`config.mk`:
```
export PLATFORM = sky130hd
export DESIGN_NAME = binary_game_core
export DESIGN_NICKNAME = d
export VERILOG_FILES = /design/src/rtl/binary_game_pkg.sv /design/src/rtl/binary_game_core_lfsr_gen.sv /design/src/rtl/binary_game_core.sv
export SDC_FILE = /design/constraint.sdc
export NUM_CORES = 1
export LEC_CHECK = 0
export BUFFER_PORTS_ARGS = -buffer_cell sky130_fd_sc_hd__buf_2
export CORE_UTILIZATION = 40
export CTS_CLUSTER_DIAMETER = 50
export DETAILED_ROUTE_END_ITERATION = 7
export SYNTH_ARGS = -nofsm -noshare
export SYNTH_HDL_FRONTEND = slang
export SYNTH_SLANG_ARGS = --single-unit
```
`constraint.sdc`:
```
create_clock -name clk -period 1.8 [get_ports clk]
set_input_delay 0.36 -clock clk [delete_from_list [all_inputs] [get_ports clk]]
set_output_delay 0.36 -clock clk [all_outputs]
set_load 0.05 [all_outputs]
```
`src/rtl/binary_game_pkg.sv`:
```
// binary_game_pkg
//   Shared definitions for the binary-matching game round controller:
//   - state_t      : round controller states
//   - lfsr_taps()  : feedback tap mask of a maximal-length Fibonacci LFSR
//                    for widths 4..16 (bit i set = stage i+1 feeds back)
//   - cnt_w()      : register width able to hold 0..n-1, never below 1
package binary_game_pkg;

  typedef enum logic [2:0] {
    IDLE = 3'd0,
    LOAD = 3'd1,
    PLAY = 3'd2,
    HIT  = 3'd3,
    MISS = 3'd4,
    DONE = 3'd5
  } state_t;

  // Primitive polynomials: the mask lists the exponents of the polynomial
  // (minus one) apart from the constant term.
  function automatic logic [15:0] lfsr_taps(input int width);
    logic [15:0] mask;
    case (width)
      4:       mask = 16'h000C;  // x^4+x^3+1
      5:       mask = 16'h0014;  // x^5+x^3+1
      6:       mask = 16'h0030;  // x^6+x^5+1
      7:       mask = 16'h0060;  // x^7+x^6+1
      8:       mask = 16'h00B8;  // x^8+x^6+x^5+x^4+1
      9:       mask = 16'h0110;  // x^9+x^5+1
      10:      mask = 16'h0240;  // x^10+x^7+1
      11:      mask = 16'h0500;  // x^11+x^9+1
      12:      mask = 16'h0829;  // x^12+x^6+x^4+x+1
      13:      mask = 16'h100D;  // x^13+x^4+x^3+x+1
      14:      mask = 16'h2015;  // x^14+x^5+x^3+x+1
      15:      mask = 16'h6000;  // x^15+x^14+1
      16:      mask = 16'hD008;  // x^16+x^15+x^13+x^4+1
      default: mask = 16'h00B8;
    endcase
    return mask;
  endfunction

  // Width of a counter that must represent values 0..n-1.
  function automatic int cnt_w(input int n);
    return (n <= 2) ? 1 : $clog2(n);
  endfunction

endpackage

```
`src/rtl/binary_game_core_lfsr_gen.sv`:
```
// lfsr_gen
//   Free-running maximal-length Fibonacci LFSR used as the target source.
//   Advances on every clk while rst is low; period is 2^WIDTH-1.
//   Ports:
//     clk   in          system clock
//     rst   in          asynchronous active-high reset, loads SEED
//     value out [WIDTH] current LFSR state
module lfsr_gen
  import binary_game_pkg::*;
#(
  parameter int          WIDTH = 8,
  parameter int unsigned SEED  = 'hA5
) (
  input  logic             clk,
  input  logic             rst,
  output logic [WIDTH-1:0] value
);

  localparam logic [15:0]      TAPS_FULL = lfsr_taps(WIDTH);
  localparam logic [WIDTH-1:0] TAPS      = TAPS_FULL[WIDTH-1:0];
  localparam logic [WIDTH-1:0] INIT      = WIDTH'(SEED);

  // Per-stage tap contribution; the feedback is their parity.
  logic [WIDTH-1:0] tapped;

  genvar gi;
  generate
    for (gi = 0; gi < WIDTH; gi++) begin : g_tap
      assign tapped[gi] = value[gi] & TAPS[gi];
    end
  endgenerate

  logic feedback;
  assign feedback = ^tapped;

  always_ff @(posedge clk or posedge rst) begin
    if (rst) begin
      value <= INIT;
    end else begin
      value <= {value[WIDTH-2:0], feedback};
    end
  end

endmodule

```
`src/rtl/binary_game_core.sv`:
```
// binary_game_core
//   Round controller for the binary-matching game. Each round loads a
//   target from the LFSR, then counts down TIME_LIMIT ticks while the
//   player tries to hold sw == target for HOLD consecutive ticks.
//   Hits and misses are tallied over ROUNDS rounds.
//   Ports:
//     clk        in           system clock
//     rst        in           asynchronous active-high reset
//     tick_en    in           one-clk time-base pulse (used only in PLAY)
//     start      in           starts a game from IDLE or DONE
//     sw         in  [WIDTH]  player switches
//     target     out [WIDTH]  current target
//     score      out          hits this game
//     round_idx  out          current round, 0-based
//     time_left  out          ticks remaining in the round
//     playing    out          high in PLAY
//     hit        out          one-clk pulse on a successful round
//     miss       out          one-clk pulse on a timed-out round
//     game_over  out          high in DONE
//   All outputs are registered.
module binary_game_core
  import binary_game_pkg::*;
#(
  parameter int          WIDTH      = 8,
  parameter int          ROUNDS     = 10,
  parameter int          TIME_LIMIT = 30,
  parameter int          HOLD       = 2,
  parameter int unsigned SEED       = 'hA5,
  localparam int         SCW        = cnt_w(ROUNDS + 1),
  localparam int         RW         = cnt_w(ROUNDS),
  localparam int         TW         = cnt_w(TIME_LIMIT + 1)
) (
  input  logic             clk,
  input  logic             rst,
  input  logic             tick_en,
  input  logic             start,
  input  logic [WIDTH-1:0] sw,
  output logic [WIDTH-1:0] target,
  output logic [SCW-1:0]   score,
  output logic [RW-1:0]    round_idx,
  output logic [TW-1:0]    time_left,
  output logic             playing,
  output logic             hit,
  output logic             miss,
  output logic             game_over
);

  localparam int HW = cnt_w(HOLD);

  state_t           state, state_next;
  logic [WIDTH-1:0] lfsr;
  logic [WIDTH-1:0] target_next;
  logic [SCW-1:0]   score_next;
  logic [RW-1:0]    round_next;
  logic [TW-1:0]    time_next;
  logic [HW-1:0]    hold_cnt, hold_next;

  lfsr_gen #(
    .WIDTH (WIDTH),
    .SEED  (SEED)
  ) u_lfsr (
    .clk   (clk),
    .rst   (rst),
    .value (lfsr)
  );

  logic match;
  logic hold_done;
  logic last_round;

  assign match      = (sw == target);
  assign hold_done  = match && (hold_cnt == HW'(HOLD - 1));
  assign last_round = (round_idx == RW'(ROUNDS - 1));

  always_comb begin
    state_next  = state;
    target_next = target;
    score_next  = score;
    round_next  = round_idx;
    time_next   = time_left;
    hold_next   = hold_cnt;

    case (state)
      IDLE, DONE: begin
        if (start) begin
          state_next = LOAD;
          score_next = '0;
          round_next = '0;
        end
      end

      LOAD: begin
        time_next  = TW'(TIME_LIMIT);
        hold_next  = '0;
        // Never hand out a target the switches already show.
        target_next = (lfsr != sw) ? lfsr : ~lfsr;
        state_next  = PLAY;
      end

      PLAY: begin
        // Any mismatching clk breaks the hold streak, tick or not.
        if (!match) begin
          hold_next = '0;
        end
        if (tick_en) begin
          time_next = time_left - TW'(1);
          // Hold completion is checked first so that it wins over a
          // timeout landing on the same tick.
          if (hold_done) begin
            state_next = HIT;
            score_next = score + SCW'(1);
          end else begin
            if (match) begin
              hold_next = hold_cnt + HW'(1);
            end
            if (time_left == TW'(1)) begin
              state_next = MISS;
            end
          end
        end
      end

      HIT, MISS: begin
        if (last_round) begin
          state_next = DONE;
        end else begin
          round_next = round_idx + RW'(1);
          state_next = LOAD;
        end
      end

      default: state_next = IDLE;
    endcase
  end

  always_ff @(posedge clk or posedge rst) begin
    if (rst) begin
      state     <= IDLE;
      target    <= '0;
      score     <= '0;
      round_idx <= '0;
      time_left <= '0;
      hold_cnt  <= '0;
      playing   <= 1'b0;
      hit       <= 1'b0;
      miss      <= 1'b0;
      game_over <= 1'b0;
    end else begin
      state     <= state_next;
      target    <= target_next;
      score     <= score_next;
      round_idx <= round_next;
      time_left <= time_next;
      hold_cnt  <= hold_next;
      // Status flags follow the state being entered so they line up
      // with the state register rather than lagging it.
      playing   <= (state_next == PLAY);
      hit       <= (state_next == HIT);
      miss      <= (state_next == MISS);
      game_over <= (state_next == DONE);
    end
  end

endmodule

```
After elaboration in Yosys (flattened, before gate mapping)
Cells that the tools add are included.

word-level totals
  register bits after elaboration = 37
  input bits = 12
  output and inout port bits = 25
  logic and storage cells = 64

operators by class
  add/sub/neg operators = 4
  eq/ne operators = 17
  muxes and demuxes = 20
  bitwise gates (word level) = 1
  reduce and logical (&&, ||, !) cells = 11

operators with widths
  cell                                              number
  two-way mux 4 bit                                 4
  one-hot mux 4 bit (2 select lines)                2
  two-way mux 3 bit                                 5
  == test 3 x 2 -> 1 bit, second input constant     4
  == test 3 bit, second input constant              4
  one-hot mux 3 bit (4 select lines)                1
  one-hot mux 5 bit (2 select lines)                1
  adder 4 x 1 -> 4 bit, second input constant       2
  == test 8 bit                                     1
  two-way mux 8 bit                                 1
  inequality test 2 bit, second input constant      4
  inequality test 8 bit                             1
  NOT 8 bit                                         1
  parity 8 bit                                      1
  nonzero test 2 bit                                3
  == test 5 x 1 -> 1 bit, second input constant     1
  two-way mux 5 bit                                 1
  subtractor 5 x 1 -> 5 bit, second input constant  1
  == test 4 bit, second input constant              1
  two-way mux 1 bit                                 4
  AND reduction 4 bit                               1
  OR reduction 2 bit                                2
  == test 3 x 1 -> 1 bit, second input constant     1
  zero test 3 bit                                   1
  5 further kinds                                   5

Depth between registers and ports, before layout
Gate-level depths: netlist of the first run.

  depth after elaboration = 6
  mapped depth = 7
  gate-level depth less buffers = 7

By module
From an unflattened synthesis of the first run, not the netlist that was laid out.

second synthesis, totals
  cell total of the unflattened synthesis = 175
  area, all modules = 1829.3 um2

by module, submodules not included
  module            instances  cells each  area each (um2)  seq. area each (um2)
  binary_game_core  1          163         1594.0           725.7
  lfsr_gen          1          12          235.2            205.2

Least setup slack after synthesis of the first run
OpenSTA, ideal clock, no wires.

  kind = flip-flop to flip-flop
  start point = reg round_idx[1]
  end point = reg round_idx[2]
  setup time = 87 ps
  data arrival time = 1979 ps
  data required time = 1713 ps
  path slack = -266 ps
  cell stages (with the launch flop) = 8
  buffers on the path = 0
  clock period less this slack = 2066 ps
  cells stage by stage = dfrtp_1 -> inv_1 -> ha_1 -> and3b_4 -> a2111oi_4 -> a21oi_2 -> or3_1 -> a22oi_1

on the way
  longest elaborated chain between the ends = 3
  elaborated cells between the ends (all ways) = 6
  those cells by class = 1 x add/sub; 2 x eq/ne; 2 x mux; 1 x reduce/logical

ends and longest elaborated chain
  item                                                                       line                                             text
  start, declared                                                            binary_game_core.sv:40                           output logic [RW-1:0] round_idx,
  start signal, assigned                                                     binary_game_core.sv:152                          round_idx <= round_next;
  adder 4 x 1 -> 4 bit or == test 4 bit (tied branches)                      binary_game_core.sv:127, binary_game_core.sv:73
  two-way mux 4 bit or inequality test 2 bit (tied branches)                 --
  one-hot mux 4 bit (2 select lines) or AND reduction 3 bit (tied branches)  --

Several ways; a longest one is shown, not always the timed one. The select of a mux whose other input is x is not followed.
A chain may end at the register's enable or synchronous reset.

Worst setup path in the final report of the first run
  start point = reg round_idx[0]
  end point = reg round_idx[2]

Same word-level chain as after synthesis.

==> results.md, run 1 <==
- Relative max-transition margin: 0.685
- Worst-path clk slew: 0.08 ns
- Initial antenna violation count: 0
- Final period utilization: 0.952
- Sequential share of the synthesized area: 0.482
- Worst reg2reg path startpoint: round_idx[0]
- Layout Nets: 259
- Fin. max-slew vios: 0
- Worst path depth: 6
- Critical path startpoint category: register
- Synthesis-to-finish area growth: 24.1%
- Core footprint: approximately 4500 um2
- Leakage: ~1.0 nW
- Worst path slowest cell: dfrtp_2
- Final setup viols: 0
- Final Skew: 0.00691 ns
- Sinks on the clock net: 37
- Total GRT Usage: 0.167
- Worst Reg2Reg Path Length in Cells: 6
- Max H-tree Level: 2
- Port buffer count: 36
- Diodes inserted: 0
- Wirelength per Cell: approximately 13 um
- Syn nets: slightly above 200
- Worst Path Arrival: 1.92 ns
- Worst-Margin Slew: about 0.47 ns
- DP Wirelength: around 2.8 mm
- Status: complete, no violations
- Worst setup EP type: register
- Min-Delay Path Class: input port to asynchronous set/reset pin
- Drt total wl: just under 4 mm
- Delay-heaviest family, CP: simple AND/OR/NAND/NOR gates
- # rows: 24
- Critical Path End: round_idx[2]
- Die X: just over 70 um
- Max cap viols: 0
- R2r endpoint: round_idx[2]
- CP max stage delay: between 0.4 and 0.5 ns
- Critical path startpoint: round_idx[0]
- Pwr dens: about 1100 nW/um2
- Dominant synthesized flop cell: dfrtp_1
- Initial Utilization: 0.428
- DR vias: approximately 1500
- First-pass GRT wire length: between 6 and 7 mm
- Gate Count Post-Synth: around 190
- Total gr overflow: 0
- CTS tree: built
- Pre-CTS WS: -0.00483 ns
- Netlist Area Pre-Place: slightly below 2000 um2
- Post-synth ARST share: 1.00
- Placer congestion estimate: a little over 0.7
- CP max FO: 5
- R2R Setup Slk: 0.09 ns
- Final Hold Vio Count: 0
- Cells along the critical path: ha_2, and3b_4, a2111oi_4, a21oi_2, or3_1, a22oi_2
- CTS root buffer: clkbuf_8
- Post-route ant nets: 0
- Die area: 5110 um2
- Drt drc: 0
- Largest net degree at the start of global routing: 38
- IO Pins: 37
- Detailed Route Iter0 Violations: 39
- Layout filler cell count: ~440
- CP Buf/Inv Count: 0
- Critical Path RT: 2.01 ns
- Worst IR Drop VDD: around 0.00047 V
- Post-synth EDFFs: 0
- Die height: between 70 and 80 um
- First drt pass iteration count: 4
- Vias in the first global route: ~1400
- Critical setup path kind: register to register
- YS warnings: 0
- Clock tree buffer depth: 2
- Vias per inst: between 5 and 6
- Flops & latches, synth: 37
- Peak Freq: between 0.5 and 0.6 GHz
- Final Critical Period: 1.71 ns
- Final WS setup: 0.0865 ns
- Fraction of layout cells with a size suffix above 1: 0.370
- Post-synthesis average cell area: between 10 and 15 um2
- Final TNS setup: 0 ns
- Hold slack: 0.180 ns
- CTS buffer count: 5
- Post-synthesis cell type count: 45
- RSZ-0062 raised after global routing: no
- Skew-Pair Late Insertion Delay: ~0.28 ns
-- worst min-delay path: stages --
cell and delay [ns]:
buf_2 0.10, inv_1 0.04, buf_4 0.40
-- metrics by stage --
stage          total power, mW   util  cells  cell area (um2)
2_1_floorplan             1.79      -    187             1940
3_3_place_gp              2.10  0.504    284             2270
3_5_place_dp              2.10  0.504    284             2270
4_1_cts                   2.66  0.522    292             2350
5_1_grt                   2.85  0.531    295             2390
6_report                  2.66  0.531    295             2390
-- worst min path at each step --
stage / startpoint / endpoint / slack [ns] / cells after the start
5_1_grt: rst / u_lfsr.value[3] / 0.22 / 3
3_3_place_gp: u_lfsr.value[2] / u_lfsr.value[3] / 0.41 / 0
6_report: rst / target[6] / 0.18 / 3
2_1_floorplan: u_lfsr.value[1] / u_lfsr.value[2] / 0.41 / 0
3_5_place_dp: u_lfsr.value[2] / u_lfsr.value[3] / 0.42 / 0
4_1_cts: rst / score[0] / 0.20 / 3
-- power breakdown --
| group | internal, mW | leakage [nW] | switching [mW] |
|---|---|---|---|
| clock network | 0.272 | 0.0422 | 0.280 |
| registers | 0.922 | 0.458 | 0.0827 |
| logic | 0.395 | 0.542 | 0.711 |
| total | 1.59 | 1.04 | 1.07 |
-- flip-flops by register name (all words and copies together), names as in the netlist --
register	count
score	4
round_idx	4
u_lfsr.value	8
game_over	1
target	8
hit	1
time_left	5
playing	1
hold_cnt	1
state	3
miss	1
-- cells in the mapped netlist (3+ instances only) --
cell | count | area share
xor2_1 | 5 | 0.023
xnor2_1 | 26 | 0.12
or2_2 | 3 | 0.0097
nand3_1 | 4 | 0.010
nand2_1 | 17 | 0.033
nand2b_1 | 3 | 0.0097
nor2_1 | 8 | 0.016
o21ai_0 | 14 | 0.036
dfstp_2 | 4 | 0.054
clkbuf_1 | 3 | 0.0058
a21oi_1 | 8 | 0.021
nor3_1 | 3 | 0.0078
ha_1 | 5 | 0.032
inv_1 | 10 | 0.019
nand4_1 | 6 | 0.019
dfrtp_1 | 33 | 0.43
-- cell usage in the layout, fill, tap and decap left out, types with 2 or more instances in the layout --
cell	Yosys	routed
a21oi_1	8	8
buf_2	1	36
buf_4	2	18
clkbuf_1	3	2
clkbuf_8	0	5
dfrtp_1	33	23
dfrtp_2	0	10
dfstp_2	4	4
ha_1	5	4
inv_1	10	9
mux2_2	2	2
nand2_1	17	17
nand2b_1	3	3
nand3_1	4	4
nand4_1	6	6
nor2_1	8	8
nor2_2	2	2
nor2b_1	2	2
nor3_1	3	3
o21ai_0	14	14
or2_2	3	3
or3_1	2	2
xnor2_1	26	26
xor2_1	5	5
-- metal layers --
metal,vias up,global-route usage,wire length (um)
met5,-,0,0
met4,0,0.0392,20
met3,2,0.0436,157
met2,33,0.269,1790
met1,710,0.228,1880
li1,753,-,-
-- kinds of logic after synthesis --
group	count (synthesis)	synth area share
flops	37	0.482
mux	2	0.0117
simple gates	57	0.158
compound gates	39	0.139
buf+inv	16	0.0357
xor+xnor	31	0.141
fa+ha+maj	5	0.0324
-- what timing repair did --
item / 4_1_cts / 5_1_grt
resized for setup: 0 / 4
endpoints found under the setup margin: 0 / 6
setup buffers: 0 / 3
hold buffers: 0 / 0
-- final cells by class --
class	instances	area, um2	share of cell area
multi-input combinational	134	951	0.397
inverter	10	37.5	0.0157
sequential	37	943	0.394
clock buffer	7	76.3	0.0319
timing repair buffer	54	315	0.132
clock inverter	1	5.00	0.00209
tap	52	65.1	0.0272
No activity file was read; power rests on OpenSTA's default activity.
==> inputs of run 2 (changes only) <==
--- a/config.mk
+++ b/config.mk
@@ -6,9 +6,11 @@
 export NUM_CORES = 1
 export LEC_CHECK = 0
 export BUFFER_PORTS_ARGS = -buffer_cell sky130_fd_sc_hd__buf_2
+export CORE_ASPECT_RATIO = 1.75
 export CORE_UTILIZATION = 40
 export CTS_CLUSTER_DIAMETER = 50
 export DETAILED_ROUTE_END_ITERATION = 7
+export RECOVER_POWER = 50
 export SYNTH_ARGS = -nofsm -noshare
 export SYNTH_HDL_FRONTEND = slang
 export SYNTH_SLANG_ARGS = --single-unit
==> results.md, run 2 (synthesis results as in run 1) <==
- Vias in the first global route: 1579 (+9.8%)
- Final setup viols: 0 (unchanged)
- R2r endpoint: round_idx[2]
- CP max stage delay: 0.40 ns (about the same)
- First drt pass iteration count: 4 (unchanged)
- Placer congestion estimate: 0.757 (+4.7%)
- Max cap viols: 0 (unchanged)
- Drt total wl: 4.28 mm (+11%)
- Final Skew: 0.00421 ns (-0.00270 ns)
- Initial Utilization: 0.414 (-0.0148)
- Drt drc: 0 (unchanged)
- Wirelength per Cell: 14.6 um (+12%)
- Gr busiest metal: met2
- CTS root buffer: clkbuf_8
- M2 GR Usage: 0.337 (+0.0686)
- Leakage: 1.08 nW (+3.2%)
- Total GRT Usage: 0.200 (+0.0328)
- Largest net degree at the start of global routing: 38 (unchanged)
- Worst Path Arrival: 1.92 ns (about the same)
- Most frequent cells in the layout: buf_2 (35), xnor2_1 (22), dfrtp_1 (22)
- Cts hold-fix bufs: 0 (unchanged)
- DR vias: 1522 (+1.6%)
- Pwr dens: 1130 nW/um2 (+1.9%)
- Final Critical Period: 1.72 ns (+0.00359 ns)
- RSZ-0062 raised after global routing: yes
- # rows: 33 (+38%)
- Core footprint: 4670 um2 (+3.6%)
- Fin. max-slew vios: 0 (unchanged)
- Critical setup path kind: register to register
- Post-route ant nets: 0 (unchanged)
- Skew-Pair Late Insertion Delay: 0.29 ns (about the same)
- Cells along the critical path: ha_2, and3b_4, a2111oi_4, a21oi_2, or3_1, a22oi_1
- Commonest non-fill, non-tap cell in the layout: buf_2
- Die height: 93.9 um (+31%)
- Total gr overflow: 0 (unchanged)
- Vias per inst: 5.18 (+1.9%)
- Status: complete, no violations
- Critical Path End: round_idx[2]
- Core Util, Final: 0.526 (-0.00578)
- Worst path slowest cell: dfrtp_2
- Port buffer count: 36 (unchanged)
- Worst Reg2Reg Path Length in Cells: 6 (unchanged)
- Relative max-transition margin: 0.386 (-0.299)
- CTS buffer count: 5 (unchanged)
- Worst-path clk slew: 0.07 ns (about the same)
- Fraction of layout cells with a size suffix above 1: 0.380 (+0.00979)
- Diodes inserted: 0 (unchanged)
- Detailed Route Iter0 Violations: 19 (-51%)
- Worst IR Drop VDD: 0.000672 V (+43%)
- Critical path startpoint: round_idx[0]
- CP max FO: 5 (unchanged)
- Layout Nets: 258 (-0.39%)
- Worst setup EP type: register
- Synthesis-to-finish area growth: 27.1%
- DP Wirelength: 3.09 mm (+8.9%)
- Die X: 54.5 um (-24%)
- Max H-tree Level: 2 (unchanged)
- R2R Setup Slk: 0.08 ns (about the same)
- Min-Delay Path Class: input port to asynchronous set/reset pin
- Clock tree buffer depth: 2 (unchanged)
- Worst-Margin Slew: 0.921 ns (+0.449 ns)
- Die area: 5120 um2 (+0.22%)
- Final Hold Vio Count: 0 (unchanged)
- Sinks on the clock net: 37 (unchanged)
- Met1 Use GR: 0.226 (-0.00217)
- Met3 Use GR: 0.0340 (-0.00962)
- IO Pins: 37 (unchanged)
- Initial antenna violation count: 0 (unchanged)
- First-pass GRT wire length: 7.28 mm (+9.6%)
- Final period utilization: 0.954 (+0.00199)
- Worst reg2reg path startpoint: round_idx[0]
- Critical path startpoint category: register
- Peak Freq: 0.582 GHz (-0.21%)
- Top Registers: target: 8 flops, u_lfsr.value: 8 flops, time_left: 5 flops
- CTS tree: built
- Total power: 2.78 mW (+4.4%)
- Final TNS setup: 0 ns (unchanged)
- Critical Path RT: 2.01 ns (about the same)
==> run 2: cell count changes in the layout (fill, tap and decap cells not counted), sizes merged <==
cell,change
buf,-3
clkbuf,+2
==> run 2: worst min path at each step <==
stage	to	cells past startpoint
2_1_floorplan	u_lfsr.value[2]	0
6_report	score[0]	3
3_5_place_dp	u_lfsr.value[3]	0
4_1_cts	score[0]	3
3_3_place_gp	u_lfsr.value[3]	0
5_1_grt	time_left[0]	3
==> run 2: worst max-delay path: cells and delay by family (launching register included) <==
kind | cells | cell delay [ns]
simple gates | 2 | 0.53
compound gates | 3 | 0.53
flops | 1 | 0.40
fa+ha+maj | 1 | 0.18
==> run 2: power by group <==
part           switching [mW]  internal, mW
clock network           0.299         0.346
logic                   0.703         0.405
registers               0.106         0.920
==> run 2: what timing repair did <==
item / CTS / global route
hold endpoints to repair: 0 / 0
pin swaps: 1 / 6
resized for setup: 3 / 7
endpoints found under the setup margin: 3 / 12
buffers inserted: 0 / 1
==> run 2: routing by layer <==
metal  up-vias  wire length (um)
li1        749                 -
met1       731              1710
met2        33              2360
met3         9               117
met4         0                93
met5         -                 0
==> run 2: final cells by class <==
| type | count | area, um2 |
|---|---|---|
| clock buffers | 7 | 96.3 |
| flip-flops and latches | 37 | 945 |
| repair buffers | 53 | 317 |
| well taps | 52 | 65.1 |
| multi-input cells | 134 | 987 |
| inverters | 10 | 37.5 |
| fillers | 472 | 2210 |
| clock inverters | 1 | 5.00 |
==> run 2: through the flow <==
stage / hold WS [ns] / area, um2 / std cells / worst slack, ns
5_1_grt: 0.431 / 2450 / 294 / -0.0274
3_5_place_dp: 0.420 / 2290 / 285 / -0.0562
4_1_cts: 0.186 / 2410 / 293 / 0.0225
2_1_floorplan: 0.408 / 1940 / 187 / -0.00805
6_report: 0.338 / 2450 / 294 / 0.0829
3_3_place_gp: 0.418 / 2290 / 285 / -0.0431
==> inputs of run 3 (changes only) <==
--- a/config.mk
+++ b/config.mk
@@ -5,6 +5,7 @@
 export SDC_FILE = /design/constraint.sdc
 export NUM_CORES = 1
 export LEC_CHECK = 0
+export ABC_AREA = 1
 export BUFFER_PORTS_ARGS = -buffer_cell sky130_fd_sc_hd__buf_2
 export CORE_ASPECT_RATIO = 1.75
 export CORE_UTILIZATION = 40
==> results.md, run 3 <==
- Status: complete, no violations
- Clock tree buffer depth: 2 (unchanged)
- Critical path startpoint category: register
- Clock Power Share: 0.221 (-0.011)
- Final Hold Vio Count: 0 (unchanged)
- Fraction of layout cells with a size suffix above 1: 0.205 (-0.175)
- CTS buffer count: 5 (unchanged)
- Post-synth ARST share: 1.00 (unchanged)
- Synth cell count leaders: nand2_1 (58), dfrtp_1 (33), inv_1 (29)
- Final Skew: 0.00733 ns (+0.00312 ns)
- Max cap viols: 0 (unchanged)
- # resized after CTS: 0 (-3)
- Detailed Route Iter0 Violations: 32 (+13)
- Post-synth top area share: 0.418 (-0.0100)
- IO Pins: 37 (unchanged)
- Post-synthesis cell type count: 25 (-44%)
- Most numerous cell in the Yosys netlist: nand2_1
- Sinks on the clock net: 37 (unchanged)
- First drt pass iteration count: 4 (unchanged)
- Initial Utilization: 0.420 (+0.00621)
- RSZ-0062 raised after global routing: no
- Pwr dens: 1090 nW/um2 (-3.9%)
- Core Util, Final: 0.489 (-0.0365)
- Vias per inst: 4.72 (-8.8%)
- Worst-path clk slew: 0.07 ns (about the same)
- Top Registers: target: 8 flops, u_lfsr.value: 8 flops, time_left: 5 flops
- Worst setup EP type: register
- Cells after DPL: 327 (+15%)
- Largest cells by area after synthesis: dfrtp_1 (42%), nand2_1 (11%), xnor2_1 (7.1%)
- Cell area after placement: 2230 um2 (-2.8%)
- Int Pwr: 1.44 mW (-14%)
- Port buffer count: 36 (unchanged)
- Gate Count Post-Synth: 239 (+28%)
- Netlist Area Pre-Place: 1980 um2 (+2.4%)
- Critical Path RT: 2.00 ns (about the same)
- Final Critical Period: 1.58 ns (-0.135 ns)
- Seq pwr share: 0.403 (+0.034)
- Post-synth top area cell: dfrtp_1
- Relative max-transition margin: 0.400 (+0.0137)
- Die area: 5240 um2 (+2.3%)
- Worst IR Drop VDD: 0.000806 V (+20%)
- Layout filler cell count: 505 (+7.0%)
- Max H-tree Level: 2 (unchanged)
- Post-synth EDFFs: 0 (unchanged)
- Final setup viols: 0 (unchanged)
- Placer congestion estimate: 0.764 (+1.0%)
- Worst Path Arrival: 1.78 ns (-0.14 ns)
- Dominant synthesized flop cell: dfrtp_1
- Synthesis-to-finish area growth: 16.5%
- Min-Delay Path Class: input port to asynchronous set/reset pin
- Diodes inserted: 0 (unchanged)
- Sw frac: 0.427 (+0.0286)
- Drt total wl: 3.94 mm (-8.0%)
- Die X: 55.1 um (+1.1%)
- Leakage: 1.18 nW (+9.6%)
- Non-Filler Instances: 335 (+14%)
- Skew-Pair Late Insertion Delay: 0.28 ns (about the same)
- YS warnings: 0 (unchanged)
- Core footprint: 4710 um2 (+0.88%)
- # rows: 33 (unchanged)
- Critical setup path kind: register to register
- Final TNS setup: 0 ns (unchanged)
- CP max FO: 13 (+8)
- Cts hold-fix bufs: 0 (unchanged)
- DR vias: 1581 (+3.9%)
- Die height: 95.0 um (+1.2%)
- Comb pwr share: 0.376 (-0.023)
- Net Switching: 1.07 mW (-3.4%)
- Initial antenna violation count: 0 (unchanged)
- Post-route ant nets: 0 (unchanged)
- Peak Freq: 0.632 GHz (+8.5%)
- Sequential share of the synthesized area: 0.471 (-0.0113)
- DP Wirelength: 3.04 mm (-1.6%)
- Fin. max-slew vios: 0 (unchanged)
- Drt drc: 0 (unchanged)
- CTS root buffer: clkbuf_8
- Flops & latches, synth: 37 (unchanged)
- Total GRT Usage: 0.178 (-0.0224)
- Final instance area: 2300 um2 (-6.1%)
- Most frequent cells in the layout: nand2_1 (57), dfrtp_1 (33), buf_2 (33)
- Commonest non-fill, non-tap cell in the layout: nand2_1
- Largest net degree at the start of global routing: 38 (unchanged)
- Total gr overflow: 0 (unchanged)
- Syn nets: 256 (+25%)
- Post-CTS setup buffers: 0 (unchanged)
- Worst-Margin Slew: 0.901 ns (-0.0205 ns)
- Post-synthesis average cell area: 8.27 um2 (-20%)
- Vias in the first global route: 1524 (-3.5%)
- Final period utilization: 0.879 (-0.0751)
- Wirelength per Cell: 11.8 um (-19%)
- Layout Nets: 299 (+16%)
- First-pass GRT wire length: 6.56 mm (-9.9%)
- CTS tree: built
run 3: per-stage QoR:
step                worst slack, ns  hold slack [ns]  power, mW
finish                        0.218            0.340       2.51
global route                 0.0234            0.407       2.69
CTS                           0.120            0.186       2.55
detailed placement            0.132            0.408       1.98
global placement              0.154            0.404       1.97
floorplan                     0.221            0.393       1.75
run 3: routing by layer:
metal	global-route usage	up-vias	part of all wire
met1	0.186	711	0.39
met4	0.0625	0	0.0096
li1	-	834	-
met2	0.326	32	0.56
met3	0.0386	4	0.031
met5	0	-	0
run 3: layout make-up:
| class | count | area (um2) | area share |
|---|---|---|---|
| timing repair buffer | 38 | 189 | 0.0821 |
| inverter | 36 | 138 | 0.0598 |
| tap | 52 | 65.1 | 0.0283 |
| clock buffer | 8 | 80.1 | 0.0348 |
| multi-input combinational | 164 | 900 | 0.391 |
| sequential | 37 | 931 | 0.404 |
run 3: power groups by stage:
stage | registers (mW) | logic, mW | clock network (mW)
detailed placement | 1.03 | 0.957 | 0
floorplan | 1.22 | 0.535 | 0
global placement | 1.02 | 0.949 | 0
CTS | 1.01 | 0.959 | 0.578
global route | 1.02 | 1.05 | 0.610
finish | 1.01 | 0.942 | 0.553
run 3: critical path: stages, from the launching register on:
cell and delay, ns:
dfstp_2 0.58, xnor2_1 0.13, nand2_1 0.06, nor2_1 0.23, nand2_2 0.21, nand2_1 0.10
nand2_1 0.04, o21ai_0 0.14
run 3: final timing paths:
kind / from / to / slack, ns / depth (start not counted)
setup reg to reg: u_lfsr.value[5] / target[6] / 0.22 / 7
hold / removal: rst / score[2] / 0.34 / 3
setup / recovery: u_lfsr.value[5] / target[6] / 0.22 / 7
hold reg to reg: u_lfsr.value[6] / u_lfsr.value[7] / 0.42 / 0
min in group clk: tick_en / hold_cnt / 0.38 / 3
max in group asynchronous: rst / score[0] / 0.90 / 3
run 3: cells by family (layout without fill, tap and decap cells):
kind of cell / Yosys count / in the layout / share of synthesized area
xor gates and xnor gates: 20 / 20 / 0.0887
AOI/OAI and AO/OA: 26 / 26 / 0.0690
buffers and inverters: 38 / 82 / 0.0747
and+or+nand+nor: 113 / 113 / 0.265
DFF: 37 / 37 / 0.471
adders and majority gates: 5 / 5 / 0.0317
